`config.mk`:
```
export PLATFORM = sky130hd
export DESIGN_NAME = multicycle_control
export DESIGN_NICKNAME = d
export VERILOG_FILES = /design/src/rtl/multicycle_control.sv
export SDC_FILE = /design/constraint.sdc
export NUM_CORES = 1
export LEC_CHECK = 0
export BUFFER_PORTS_ARGS = -buffer_cell sky130_fd_sc_hd__buf_4
export CAP_MARGIN = 20
export CORE_MARGIN = 1.5
export CORE_UTILIZATION = 45
export DETAILED_ROUTE_END_ITERATION = 8
export HOLD_SLACK_MARGIN = 0.15
export PLACE_DENSITY_LB_ADDON = 0.15
export SLEW_MARGIN = 20
export SYNTH_ARGS = -nofsm -noshare
export SYNTH_HDL_FRONTEND = slang
export SYNTH_SLANG_ARGS = --single-unit
```
`constraint.sdc`:
```
create_clock -name clk -period 3.1 [get_ports clk]
set_clock_uncertainty 0.2 [all_clocks]
set_input_delay 0.155 -clock clk [delete_from_list [all_inputs] [get_ports clk]]
set_output_delay 0.155 -clock clk [all_outputs]
set_load 0.01 [all_outputs]
```
`src/rtl/multicycle_control.sv`:
```
// multicycle_control: multi-cycle control sequencer for the Pillar core.
// Walks each instruction through IDLE/FETCH/DECODE/EXECUTE/MEMORY/WRITEBACK,
// driving a req/ready memory handshake with a bounded wait, and stops in HALT
// on a SYSTEM instruction or a bus-error timeout.
//
// Ports:
//   clk, reset               clock, synchronous active-high reset
//   mem_req_o/we/addr/wdata  memory request (we qualified by req)
//   mem_rdata_i, mem_ready_i read data and request completion
//   pc_i, pc_advance_o       fetch PC in, one-cycle PC-step pulse out
//   rs1_data_i, rs2_data_i   base register and store source values
//   ir_o, stage_o            instruction register, current stage code
//   ex_en_o, wb_en_o         execute / load-writeback strobes
//   wb_data_o                captured load data
//   halt_o, bus_err_o        halted flag, sticky bus-error flag
module multicycle_control #(
  parameter int unsigned XLEN         = 32,
  parameter int unsigned MEM_WAIT_MAX = 15,
  parameter int unsigned WAIT_W       = 4
) (
  input  logic            clk,
  input  logic            reset,
  output logic            mem_req_o,
  output logic            mem_we_o,
  output logic [XLEN-1:0] mem_addr_o,
  output logic [XLEN-1:0] mem_wdata_o,
  input  logic [XLEN-1:0] mem_rdata_i,
  input  logic            mem_ready_i,
  input  logic [XLEN-1:0] pc_i,
  output logic            pc_advance_o,
  input  logic [XLEN-1:0] rs1_data_i,
  input  logic [XLEN-1:0] rs2_data_i,
  output logic [31:0]     ir_o,
  output logic [2:0]      stage_o,
  output logic            ex_en_o,
  output logic            wb_en_o,
  output logic [XLEN-1:0] wb_data_o,
  output logic            halt_o,
  output logic            bus_err_o
);

  localparam logic [2:0] ST_IDLE      = 3'd0;
  localparam logic [2:0] ST_FETCH     = 3'd1;
  localparam logic [2:0] ST_DECODE    = 3'd2;
  localparam logic [2:0] ST_EXECUTE   = 3'd3;
  localparam logic [2:0] ST_MEMORY    = 3'd4;
  localparam logic [2:0] ST_WRITEBACK = 3'd5;
  localparam logic [2:0] ST_HALT      = 3'd6;

  localparam logic [6:0] OP_LOAD   = 7'b0000011;
  localparam logic [6:0] OP_STORE  = 7'b0100011;
  localparam logic [6:0] OP_SYSTEM = 7'b1110011;

  // A waiting cycle with this count is the last one allowed before timeout.
  localparam logic [WAIT_W-1:0] WAIT_LAST = WAIT_W'(MEM_WAIT_MAX - 1);

  logic [2:0]        state_q,    state_d;
  logic              mem_req_q,  mem_req_d;
  logic              mem_we_q,   mem_we_d;
  logic [XLEN-1:0]   mem_addr_q, mem_addr_d;
  logic [XLEN-1:0]   wdata_q,    wdata_d;
  logic [31:0]       ir_q,       ir_d;
  logic              pc_adv_q,   pc_adv_d;
  logic              ex_en_q,    ex_en_d;
  logic              wb_en_q,    wb_en_d;
  logic [XLEN-1:0]   wb_data_q,  wb_data_d;
  logic              halt_q,     halt_d;
  logic              bus_err_q,  bus_err_d;
  logic [WAIT_W-1:0] wait_cnt_q, wait_cnt_d;

  logic            is_load, is_store, is_system;
  logic            timeout, start_fetch;
  logic [XLEN-1:0] imm_i, imm_s;

  assign is_load   = (ir_q[6:0] == OP_LOAD);
  assign is_store  = (ir_q[6:0] == OP_STORE);
  assign is_system = (ir_q[6:0] == OP_SYSTEM);
  assign imm_i     = {{(XLEN-12){ir_q[31]}}, ir_q[31:20]};
  assign imm_s     = {{(XLEN-12){ir_q[31]}}, ir_q[31:25], ir_q[11:7]};
  // Ready on the last allowed cycle completes the request, so it beats timeout.
  assign timeout   = mem_req_q && !mem_ready_i && (wait_cnt_q == WAIT_LAST);

  always_comb begin
    state_d     = state_q;
    mem_req_d   = mem_req_q;
    mem_we_d    = mem_we_q;
    mem_addr_d  = mem_addr_q;
    wdata_d     = wdata_q;
    ir_d        = ir_q;
    pc_adv_d    = 1'b0;
    ex_en_d     = 1'b0;
    wb_en_d     = 1'b0;
    wb_data_d   = wb_data_q;
    halt_d      = halt_q;
    bus_err_d   = bus_err_q;
    wait_cnt_d  = wait_cnt_q;
    start_fetch = 1'b0;

    if (mem_req_q && !mem_ready_i) begin
      wait_cnt_d = wait_cnt_q + 1'b1;
    end

    case (state_q)
      ST_IDLE: start_fetch = 1'b1;
      ST_FETCH: begin
        if (mem_ready_i) begin
          ir_d      = mem_rdata_i[31:0];
          pc_adv_d  = 1'b1;
          mem_req_d = 1'b0;
          state_d   = ST_DECODE;
        end else if (timeout) begin
          bus_err_d = 1'b1;
          halt_d    = 1'b1;
          mem_req_d = 1'b0;
          state_d   = ST_HALT;
        end
      end
      ST_DECODE: begin
        if (is_system) begin
          halt_d  = 1'b1;
          state_d = ST_HALT;
        end else begin
          ex_en_d = !is_load && !is_store;
          state_d = ST_EXECUTE;
        end
      end
      ST_EXECUTE: begin
        if (is_load || is_store) begin
          mem_req_d  = 1'b1;
          mem_we_d   = is_store;
          mem_addr_d = rs1_data_i + (is_store ? imm_s : imm_i);
          if (is_store) begin
            wdata_d = rs2_data_i;
          end
          wait_cnt_d = '0;
          state_d    = ST_MEMORY;
        end else begin
          state_d = ST_WRITEBACK;
        end
      end
      ST_MEMORY: begin
        if (mem_ready_i) begin
          mem_req_d = 1'b0;
          mem_we_d  = 1'b0;
          if (is_load) begin
            wb_data_d = mem_rdata_i;
            wb_en_d   = (ir_q[11:7] != 5'd0);
            state_d   = ST_WRITEBACK;
          end else begin
            start_fetch = 1'b1;
          end
        end else if (timeout) begin
          bus_err_d = 1'b1;
          halt_d    = 1'b1;
          mem_req_d = 1'b0;
          mem_we_d  = 1'b0;
          state_d   = ST_HALT;
        end
      end
      ST_WRITEBACK: start_fetch = 1'b1;
      ST_HALT: begin
        mem_req_d = 1'b0;
        mem_we_d  = 1'b0;
      end
      default: state_d = ST_IDLE;
    endcase

    // A new fetch latches pc_i once; the address then holds until ready.
    if (start_fetch) begin
      mem_req_d  = 1'b1;
      mem_we_d   = 1'b0;
      mem_addr_d = pc_i;
      wait_cnt_d = '0;
      state_d    = ST_FETCH;
    end
  end

  always_ff @(posedge clk) begin
    if (reset) begin
      state_q    <= ST_IDLE;
      mem_req_q  <= 1'b0;
      mem_we_q   <= 1'b0;
      mem_addr_q <= '0;
      wdata_q    <= '0;
      ir_q       <= '0;
      pc_adv_q   <= 1'b0;
      ex_en_q    <= 1'b0;
      wb_en_q    <= 1'b0;
      wb_data_q  <= '0;
      halt_q     <= 1'b0;
      bus_err_q  <= 1'b0;
      wait_cnt_q <= '0;
    end else begin
      state_q    <= state_d;
      mem_req_q  <= mem_req_d;
      mem_we_q   <= mem_we_d;
      mem_addr_q <= mem_addr_d;
      wdata_q    <= wdata_d;
      ir_q       <= ir_d;
      pc_adv_q   <= pc_adv_d;
      ex_en_q    <= ex_en_d;
      wb_en_q    <= wb_en_d;
      wb_data_q  <= wb_data_d;
      halt_q     <= halt_d;
      bus_err_q  <= bus_err_d;
      wait_cnt_q <= wait_cnt_d;
    end
  end

  assign mem_req_o    = mem_req_q;
  assign mem_we_o     = mem_we_q;
  assign mem_addr_o   = mem_addr_q;
  assign mem_wdata_o  = wdata_q;
  assign pc_advance_o = pc_adv_q;
  assign ir_o         = ir_q;
  assign stage_o      = state_q;
  assign ex_en_o      = ex_en_q;
  assign wb_en_o      = wb_en_q;
  assign wb_data_o    = wb_data_q;
  assign halt_o       = halt_q;
  assign bus_err_o    = bus_err_q;

endmodule

```
Word-level counts from Yosys, hierarchy flattened:

Cells that the tools add are included.

* add/subtract/negate cells: 2
* equality and inequality tests: 20
* multiplexer cells: 30
* bitwise operators: 6
* reduce and logical (&&, ||, !) cells: 31

Operators by type and width (count)
* $mux 32: 3
* $add 32x32->32: 1
* $mux 3: 5
* $pmux 3 s5: 1
* $reduce_and 3->1: 5
* $mux 1: 13
* $mux 4: 3
* $eq 3x3->1 const B: 3
* $ne 3x3->1 const B: 3
* $reduce_and 2->1: 4
* $reduce_or 2->1: 4
* $eq 7x2->1 const B: 1
* $eq 7x6->1 const B: 1
* $eq 7x7->1 const B: 1
* $eq 3x2->1 const B: 2
* $ne 2x2->1 const B: 3
* $not 1->1: 6
* $pmux 1 s3: 2
* $reduce_bool 2->1: 3
* $reduce_or 3->1: 2
* $mux 5: 1
* $reduce_bool 5->1: 1
* $add 4x1->4 const B: 1
* $eq 4x4->1 const B: 1
* 13 further kinds: 19

* register bits after elaboration: 142
* input bits: 131
* output and inout bits: 138
* logic and storage cells: 103

Logic depth before layout (Yosys ltp):

* depth in word-level cells: 7
* gate-level depth with buffers: 16
* depth with buffers taken out: 15

Worst setup path after synthesis:

Ideal clock, no wire load.

* path type: flip-flop to flip-flop
* from: register ir_q[2], in the netlist ir_o[2]
* to: register mem_addr_q[22], in the netlist mem_addr_o[22]
* library setup time: 103 ps
* arrival: 3083 ps
* data required time: 2797 ps
* path slack: -286 ps
* stages on the path, launching flop included: 17
* path buffers: 1
* clock period less this slack: 3386 ps
* cell sequence: dfxtp_1 > nor2_1 > nand4_1 > nand2b_1 > clkbuf_1 > mux2_2 > ha_1 > inv_1 > fa_1 > nor2b_2 > o31a_1 > a21oi_1 > a21oi_4 > o21ai_2 > mux2i_1 > a211oi_2 > a2111oi_2

* word-level cells in the longest chain between the ends: 6
* elaborated cells between the ends (all ways): 14
* those cells by class: 1 x add/sub; 2 x eq/ne; 7 x mux; 4 x reduce/logical

RTL lines
* start: declaration: RTL line 62 `logic [31:0] ir_q, ir_d;`
* start signal: assignment: RTL line 199 `ir_q <= ir_d;`
* $eq 7x6->1 / $eq 7x2->1 (equally long branches): RTL line 76, 75
* $mux 5 / $mux 1 (equally long branches): RTL line 131, 145
* $add 32x32->32 / $mux 1 (equally long branches): RTL line 131, 142
* $mux 32 / $pmux 1 s2 (equally long branches): RTL line 128, 103
* $mux 32 / $reduce_bool 2->1 (equally long branches)
* $mux 32 / $reduce_and 2->1 (equally long branches)
* end signal: assignment: RTL line 197 `mem_addr_q <= mem_addr_d;`
* end: declaration: RTL line 60 `logic [XLEN-1:0] mem_addr_q, mem_addr_d;`

Parallel ways exist; a longest one is shown, timed or not. The select of a mux whose other input is x is not followed.
A chain may end at the register's enable or synchronous reset.

Worst setup path after layout:

Same ends and word-level chain as after synthesis.

==> impl_metrics.ini <==
[logic_synthesis]
async_flop_share_pct = 0
synth_largest_area_cell = dfxtp_1
synth_edf_count = 0
synthesis.nets = 1111
synth_area_sq_um = 7260
yosysUniqueCellTypes = 64
synth_top_cell_area_share_pct = 39.2
synth_warnings = 0
ys_seq_elements = 142
synthFlopType = dfxtp_1
syn_area_per_cell_sq_um = 7.68
synth_area_leaders = dfxtp_1 (39%), nand2_1 (13%), a21oi_1 (9.6%), ha_1 (5.7%), nor2_1 (4.0%)
seq_area_frac_synth_pct = 39.2
postSynthCellCount = 946

[route]
routed_via_density = 5.37
wl_per_cell_um = 17.5
drt-total-wl_um = 27800
vias = 8532
drc = 0
drt-initial-drc-count = 516
dr.pass1.iters = 6
antenna_left = 0

[final_layout]
n_fill_cell = 1151
fin_util_pct = 76.2
drive_gt1_share_pct = 30.7
nets = 1526
area_growth_syn_to_layout_pct = 66.1
instances_no_fill = 1589
antennaDiodeCount = 0
postLayoutCellArea_sq_um = 12100

[floorplan]
die-area_sq_um = 16900
ios = 269
chipWidth_um = 130
dieHeight_um = 130
fp.coreArea_sq_um = 15800
start_util_pct = 45.9
num_rows = 46

[critical_path]
worstSetupPathType = reg -> reg
worstPathArrival_ns = 3.39
critPathLaunchType = register
critPathRequiredTime_ns = 3.22
cp_max_fo = 6
end_kind = register

[outcome]
status = finished, violations left
failed_checks = setup timing

[hold_path]
min-delay-path-class = in -> reg

[clock_network]
cts_tree = built
clkSinkCount = 142
htreeDepth = 4
cts_max_path_buffers = 2
clock_latency_ns = 0.42
clk_pin_slew_ns = 0.07
root_buffer = clkbuf_16
cts_buffers = 17

[flow_run]
drv_cap = 0

[sta]
maxSlewViolCount = 0
layout_setup_ws_ns = -0.167
clock.fmax_mhz = 306
final_hold_viol_count = 0
min_period_ns = 3.27
slew_headroom_pct = 42.8
finalSetupViolCount = 13
rsz0062_at_grt = true
period_share_pct = 105
tightest_slew_ns = 0.858

[global_route]
antenna_found_initial = 0
grt_pass1_vias = 8319
grt_pass1_wl_um = 41500
grt_max_degree = 75
grt-ovfl-total = 0
grt_use_total_pct = 31.4

[placement]
dpl.hpwl_um = 16900
io_buffers = 268
dp.cells = 1408
pre_cts_ws_ns = -0.207
postPlaceCellArea_sq_um = 9670
place_congestion = 0.877

[power]
p_per_area_nw_per_um2 = 406
peakVddDrop_mv = 0.369
p_leak_nw = 5.19
power_mw = 4.90
[Yosys cell counts, drive strengths merged, types with 3 or more instances]
| cell type | n |
|---|---|
| a211oi | 17 |
| a21o | 8 |
| a21oi | 141 |
| a22oi | 5 |
| a311oi | 12 |
| a31oi | 6 |
| and3 | 7 |
| buf | 14 |
| clkbuf | 48 |
| dfxtp | 142 |
| ha | 33 |
| inv | 9 |
| mux2 | 5 |
| mux2i | 4 |
| nand2 | 250 |
| nand2b | 9 |
| nand3 | 10 |
| nand4 | 11 |
| nor2 | 77 |
| nor2b | 7 |
| nor3 | 17 |
| nor4 | 5 |
| o211ai | 5 |
| o21a | 8 |
| o21ai | 26 |
| o21bai | 3 |
| o22ai | 5 |
| or3 | 4 |
| xnor2 | 17 |
| xor2 | 9 |
[layer usage]
layer	GRT usage [%]	vias to the layer above	share of wire (%)
met1	37.0	3984	41
met3	9.31	71	7.4
met4	12.6	0	3.0
met2	53.6	363	49
met5	0	-	0
li1	-	4114	-
[report_power, final]
part	total, mW	switching, mW	internal, mW
combinational	0.998	0.496	0.503
sequential	1.93	0.0461	1.89
clock	1.97	0.843	1.13
total	4.90	1.38	3.51
[placed cells by master (no fill, tap or decap), types with 8 or more instances in the layout]
master / synthesis / final
a211oi_1: 11 / 9
a21o_1: 8 / 8
a21oi_1: 139 / 134
a311oi_1: 12 / 9
buf_4: 0 / 308
clkbuf_16: 0 / 17
dfxtp_1: 142 / 139
dlygate4sd3_1: 0 / 143
ha_1: 33 / 28
inv_1: 9 / 8
nand2_1: 250 / 248
nand2b_1: 9 / 8
nand3_1: 10 / 8
nand4_1: 10 / 10
nor2_1: 77 / 68
nor3_1: 17 / 16
o21a_1: 8 / 8
o21ai_0: 17 / 14
xnor2_1: 17 / 13
xor2_1: 9 / 8
[critical path, cell delays in order (launching register included)]
cell	delay [ns]
dfxtp_2	0.33
nor2_4	0.10
nand4_1	0.12
nand2b_4	0.20
mux2_4	0.32
ha_4	0.16
inv_2	0.05
fa_2	0.19
nor2b_2	0.05
o31a_1	0.27
a21oi_2	0.21
a21oi_4	0.12
o21ai_2	0.21
mux2i_1	0.27
a211oi_2	0.07
a2111oi_2	0.29
[cells by family after synthesis]
kind of cell             count (synthesis)  synth area share, %
buffers and inverters                   71                 4.00
AND/OR/NAND/NOR                        406                 23.6
flip-flops                             142                 39.2
XOR/XNOR                                26                 3.14
adder cells (fa/ha/maj)                 34                 5.96
AO/OA/AOI/OAI                          258                 22.8
multiplexers                             9                 1.33
[layout make-up]
class / count / area (sq um) / share of cell area, %
sequential: 142 / 2850 / 23.6
multi-input combinational: 733 / 4510 / 37.4
clock inverter: 12 / 111 / 0.923
inverter: 9 / 33.8 / 0.280
tap: 216 / 270 / 2.24
clock buffer: 19 / 443 / 3.67
timing repair buffer: 458 / 3850 / 31.9
[sequential cells by signal, indices dropped and copies added (netlist names)]
| name | count |
|---|---|
| stage_o | 3 |
| halt_o | 1 |
| pc_advance_o | 1 |
| mem_wdata_o | 32 |
| wb_data_o | 32 |
| bus_err_o | 1 |
| ex_en_o | 1 |
| ir_o | 32 |
| mem_req_o | 1 |
| mem_we_o | 1 |
| mem_addr_o | 32 |
| wb_en_o | 1 |
| wait_cnt_q | 4 |
[through the flow]
step / hold WS (ns) / setup TNS, ns
2_1_floorplan: 0.0835 / -0.190
4_1_cts: 0.152 / -0.945
3_3_place_gp: 0.202 / -0.269
5_1_grt: 0.177 / -4.16
3_5_place_dp: 0.211 / -1.44
6_report: 0.150 / -0.963
[timing repair]
action,CTS,global route
hold buffers,143,0
setup endpoints to repair,19,29
endpoints found under the hold margin,139,0
cloned,0,0
buffers inserted,5,6
gates resized for setup,28,35
pin swaps,34,32
[path summary, 6_finish.rpt]
kind	start	end	slack [ns]	cells past startpoint
hold reg to reg	ir_o[15]$_SDFFE_PP0P_	ir_o[15]$_SDFFE_PP0P_	0.25	2
setup reg to reg	ir_o[2]$_SDFFE_PP0P_	mem_addr_o[22]$_SDFFE_PP0P_	-0.17	15
setup / recovery	ir_o[2]$_SDFFE_PP0P_	mem_addr_o[22]$_SDFFE_PP0P_	-0.17	15
hold / removal	rs1_data_i[21]	mem_addr_o[21]$_SDFFE_PP0P_	0.15	5
No activity file was read; power rests on OpenSTA's default activity.
